==> config.mk <==
export PLATFORM = sky130hd
export DESIGN_NAME = store_buffer
export DESIGN_NICKNAME = d
export VERILOG_FILES = /design/src/rtl/store_buffer.sv
export SDC_FILE = /design/constraint.sdc
export NUM_CORES = 1
export LEC_CHECK = 0
export ABC_AREA = 1
export CAP_MARGIN = 30
export CELL_PAD_IN_SITES_DETAIL_PLACEMENT = 1
export CELL_PAD_IN_SITES_GLOBAL_PLACEMENT = 1
export CORE_MARGIN = 1
export CORE_UTILIZATION = 43
export DETAILED_ROUTE_END_ITERATION = 8
export PLACE_DENSITY = 0.88
export SYNTH_ARGS = -nofsm -noshare
export SYNTH_HDL_FRONTEND = slang
export SYNTH_SLANG_ARGS = --single-unit
==> constraint.sdc <==
create_clock -name clk -period 4.4 [get_ports clk]
set_input_delay 0.44 -clock clk [delete_from_list [all_inputs] [get_ports clk]]
set_output_delay 0.44 -clock clk [all_outputs]
set_load 0.1 [all_outputs]
==> src/rtl/store_buffer.sv <==
//==============================================================================
// Module  : store_buffer
// Brief   : In-order store buffer with SB/SH/SW lane formatting, load-conflict
//           detection and fence drain.
// Rev     : 1.0 - initial release
//==============================================================================
`default_nettype none

module store_buffer #(
    parameter int DEPTH = 4
) (
    input  logic        clk,
    input  logic        rst,
    input  logic        st_valid,
    output logic        st_ready,
    input  logic [31:0] st_addr,
    input  logic [31:0] st_data,
    input  logic [2:0]  f3_in,
    output logic        st_err,
    output logic        mem_req,
    output logic [31:0] mem_addr,
    output logic [31:0] mem_wdata,
    output logic [3:0]  mem_be,
    input  logic        mem_ack,
    input  logic [31:0] ld_addr,
    output logic        ld_conflict,
    input  logic        fence_req,
    output logic        fence_done,
    output logic        empty
);

    localparam int PTR_W = $clog2(DEPTH);
    localparam int CNT_W = PTR_W + 1;
    localparam logic [CNT_W-1:0] c_depth = CNT_W'(DEPTH);

    typedef enum logic [0:0] {
        RUN   = 1'b0,
        FENCE = 1'b1
    } state_t;

    state_t             r_state;
    logic [PTR_W-1:0]   r_wr_ptr;
    logic [PTR_W-1:0]   r_rd_ptr;
    logic [CNT_W-1:0]   r_count;
    logic [DEPTH-1:0]   r_valid;
    logic               r_err;

    logic [29:0]        r_addr  [DEPTH];
    logic [31:0]        r_wdata [DEPTH];
    logic [3:0]         r_be    [DEPTH];

    logic               w_legal;
    logic [3:0]         w_be;
    logic [31:0]        w_wdata;
    logic               w_accept;
    logic               w_push;
    logic               w_pop;
    logic               w_conflict;
    logic               w_unused_ld;

    // Lane formatting and alignment check of the incoming store.
    always_comb begin
        w_legal = 1'b0;
        w_be    = 4'b0000;
        w_wdata = st_data;
        case (f3_in)
            3'b000: begin
                w_legal = 1'b1;
                w_be    = 4'b0001 << st_addr[1:0];
                w_wdata = {4{st_data[7:0]}};
            end
            3'b001: begin
                w_legal = ~st_addr[0];
                w_be    = st_addr[1] ? 4'b1100 : 4'b0011;
                w_wdata = {2{st_data[15:0]}};
            end
            3'b010: begin
                w_legal = (st_addr[1:0] == 2'b00);
                w_be    = 4'b1111;
                w_wdata = st_data;
            end
            default: begin
                w_legal = 1'b0;
            end
        endcase
    end

    assign st_ready = (r_count < c_depth) && (r_state == RUN);
    assign w_accept = st_valid && st_ready;
    assign w_push   = w_accept && w_legal;
    assign w_pop    = mem_req && mem_ack;

    always_ff @(posedge clk or posedge rst) begin
        if (rst) begin
            r_state  <= RUN;
            r_wr_ptr <= '0;
            r_rd_ptr <= '0;
            r_count  <= '0;
            r_valid  <= '0;
            r_err    <= 1'b0;
        end else begin
            r_err <= w_accept && !w_legal;

            // Push and pop never hit the same slot: that needs empty and full at once.
            if (w_pop) begin
                r_valid[r_rd_ptr] <= 1'b0;
                r_rd_ptr          <= r_rd_ptr + 1'b1;
            end
            if (w_push) begin
                r_valid[r_wr_ptr] <= 1'b1;
                r_wr_ptr          <= r_wr_ptr + 1'b1;
            end

            case ({w_push, w_pop})
                2'b10:   r_count <= r_count + 1'b1;
                2'b01:   r_count <= r_count - 1'b1;
                default: r_count <= r_count;
            endcase

            case (r_state)
                RUN:     if (fence_req) r_state <= FENCE;
                FENCE:   if (r_count == '0) r_state <= RUN;
                default: r_state <= RUN;
            endcase
        end
    end

    // Payload is qualified by r_valid/r_count, so it carries no reset.
    always_ff @(posedge clk) begin
        if (w_push) begin
            r_addr[r_wr_ptr]  <= st_addr[31:2];
            r_wdata[r_wr_ptr] <= w_wdata;
            r_be[r_wr_ptr]    <= w_be;
        end
    end

    always_comb begin
        w_conflict = 1'b0;
        for (int i = 0; i < DEPTH; i++) begin
            if (r_valid[i] && (r_addr[i] == ld_addr[31:2])) begin
                w_conflict = 1'b1;
            end
        end
    end

    assign w_unused_ld = &{1'b0, ld_addr[1:0]};

    assign ld_conflict = w_conflict;
    assign st_err      = r_err;
    assign mem_req     = (r_count != '0);
    assign empty       = (r_count == '0);
    assign fence_done  = (r_state == FENCE) && (r_count == '0);
    assign mem_addr    = {r_addr[r_rd_ptr], 2'b00};
    assign mem_wdata   = r_wdata[r_rd_ptr];
    assign mem_be      = r_be[r_rd_ptr];

endmodule

`default_nettype wire

==> results_dict.tcl <==
set metrics [dict create \
    yosys-top-cells-area "edfxtp_1, nand2_1, nor2_1" \
    synthesis.area_um2 12970 \
    syn_to_final_growth_pct 22.95 \
    dieArea_um2 30870 \
    rows 63 \
    viasPerCell 5.430 \
    seq_area_frac_synth_pct 63.61 \
    criticalPathCategory "reg2out" \
    end_kind "output port" \
    crit_slowest_cell "dfrtp_4" \
    synth.mux.area_fraction_pct 0 \
    start_kind "flip-flop" \
    gp_congestion 0.9104 \
    hpwl_mm 27.85 \
    finalWirelength_mm 41.08 \
    ys_top_cells_by_count "nand2_1, edfxtp_1, nor2_1" \
    multi_input_area_um2 3991 \
    portBuffers 173 \
    cts_resized 0 \
    final_hold_viol_count 0 \
    synthAdderAreaFrac_pct 1.022 \
    synth_compound_area_share_pct 11.32 \
    grt_pass1_wl_mm 62.21 \
    die_y_um 175.7 \
    nFillCells 3340 \
    period_share_pct 79.40 \
    postSynthCellCount 1353 \
    ys_async_sr_fraction_pct 4.693 \
    vias 10520 \
    wl_per_cell_um 21.20 \
    fin_crit_ps 3494 \
    ys_types 29 \
    cp_data_required_time_ps 3960 \
    grt_max_degree 89 \
    initial_core_util_pct 43.78 \
    clock-root-buffer "clkbuf_16" \
    drtPass1Iterations 5 \
    yosysTopAreaCell "edfxtp_1" \
    maxSlewHeadroom_pct 34.27 \
    leakagePower_nw 6.356 \
    cts_setup_buffers 0 \
    crit_chain "inv_4 > buf_4 > o21ai_0 > o22ai_1 > buf_4" \
    cp_slowest_stage_delay_ps 630 \
    drive_gt1_share_pct 10.92 \
    drc 0 \
    synthDominantCellAreaShare_pct 61.10 \
    vdd_drop_max_uv 866.6 \
    synth_most_common_cell "nand2_1" \
    seqCellArea_um2 8257 \
    ys_seq_elements 277 \
    avgSynthCellArea_um2 9.590 \
    power_density_nw_per_um2 733.8 \
    nets 1637 \
    synth-simple-area-share_pct 16.98 \
    cts_max_level 1 \
    worstPathArrival_ps 3050 \
    numCtsBuffers 30 \
    synth_xor_area_share_pct 1.148 \
    cp_max_fo 61 \
    synth_top_family_by_area "simple AND/OR/NAND/NOR gates" \
    cts_max_path_buffers 3 \
    grt_use_total_pct 26.63 \
    hold_path_class "in2async" \
    cts_hold_buf 0 \
    coreArea_um2 29640 \
    clk_latency_ps 570 \
    instances_no_fill 1938 \
    yosysWarnings 0 \
    status "complete, no violations" \
    report.final.slew_viol_count 0 \
    synth_flop_cell "edfxtp_1" \
    timing.fmax_mhz 286.2 \
    grt_pass1_vias 11330 \
    cts_tree "done" \
    grt_antenna_before_repair 0 \
    ant_nets 0 \
    clk_pin_slew_ps 60 \
    clock_sinks 277 \
    timing.max_cap.violations 0 \
    drt_iter0_drc 915 \
    worst_clock_skew_ps 11.24 \
    rsz0062_at_grt "false" \
    crit_top_cell "buf_4" \
    die_w_um 175.7 \
    synth-edff-count 264 \
    gr-total-overflow 0 \
    dp_cells 1881 \
    finalSetupTns_ps 0 \
    io_pins 178 \
    worstMarginPinSlew_ps 982.9 \
    setup_viol 0 \
]
## through the flow
stage / area (um2) / setup slack, ps / power, mW / utilization [%] / hold WS, ps
2_1_floorplan: 12980 / -1077 / 7.659 / - / 317.0
3_3_place_gp: 14960 / 1284 / 9.059 / 50.47 / 477.2
3_5_place_dp: 14960 / 1170 / 9.196 / 50.47 / 503.7
4_1_cts: 15950 / 902.6 / 11.76 / 53.82 / 210.0
5_1_grt: 15950 / 744.0 / 12.09 / 53.82 / 266.4
6_report: 15950 / 906.4 / 11.71 / 53.82 / 221.7
## routing by layer
layer	global-route usage [%]	vias up	part of all wire, %
li1	-	4856	-
met2	47.74	416	51
met3	4.805	94	6.5
met1	31.57	5158	39
met4	10.22	0	3.8
met5	0	-	0
## registers in the layout, summed over array words and instances, names as in the netlist
| name | flops |
|---|---|
| r_addr | 120 |
| r_be | 16 |
| r_count | 3 |
| r_rd_ptr | 2 |
| r_state | 1 |
| r_valid | 4 |
| r_wdata | 128 |
| r_wr_ptr | 2 |
| st_err | 1 |
## path summary, 6_finish.rpt
kind | start | endpoint | slack, ps | cells past startpoint
worst min-delay path | rst | r_count[2]$_DFFE_PP0P_ | 220 | 2
worst max-delay path | r_rd_ptr[0]$_DFFE_PP0P_ | mem_wdata[13] | 910 | 5
max in group asynchronous | rst | r_rd_ptr[0]$_DFFE_PP0P_ | 3770 | 2
min in group clk | fence_req | r_state$_DFF_PP0_ | 470 | 3
worst max register to register | r_count[2]$_DFFE_PP0P_ | r_wdata[2][4]$_DFFE_PP_ | 2060 | 4
worst min register to register | r_valid[0]$_DFF_PP0_ | r_valid[0]$_DFF_PP0_ | 520 | 2
## critical path, delay by kind of cell (launching register included)
| kind | cells | cell delay (ps) |
|---|---|---|
| flip-flops | 1 | 630 |
| AO/OA/AOI/OAI | 2 | 400 |
| buffers and inverters | 3 | 1430 |
## layout make-up
| cell class | count | share of cell area (%) |
|---|---|---|
| inverter | 142 | 3.357 |
| clock buffer | 36 | 4.847 |
| multi-input combinational | 886 | 25.02 |
| timing repair buffer | 186 | 10.57 |
| sequential | 277 | 51.76 |
| clock inverter | 20 | 1.373 |
| tap | 390 | 3.059 |
| antenna | 1 | 0.01569 |
## cell usage in the layout (no fill, tap or decap), drive strengths merged, types with 2 or more instances in the layout
| cell | n |
|---|---|
| a21oi | 69 |
| buf | 80 |
| bufinv | 4 |
| clkbuf | 36 |
| clkdlybuf4s50 | 106 |
| clkinv | 14 |
| conb | 2 |
| dfrtp | 13 |
| edfxtp | 264 |
| ha | 9 |
| inv | 143 |
| nand2 | 390 |
| nand3 | 10 |
| nor2 | 179 |
| o211ai | 3 |
| o21ai | 167 |
| o22ai | 37 |
| xnor2 | 10 |
| xor2 | 7 |
## where the power goes
group | internal [mW] | switching [mW] | leakage, nW
clock | 1.49 | 1.04 | 0.477
combinational | 1.16 | 4.95 | 3.34
sequential | 2.97 | 0.0961 | 2.54
## cell families (layout without fill, tap and decap cells)
| family | count (synthesis) | after routing |
|---|---|---|
| other cells | 1 | 3 |
| buf+inv | 191 | 384 |
| compound gates | 277 | 277 |
| simple gates | 580 | 580 |
| fa+ha+maj | 10 | 10 |
| xor+xnor | 17 | 17 |
| flops | 277 | 277 |
Power figures use the tool's default switching activity.
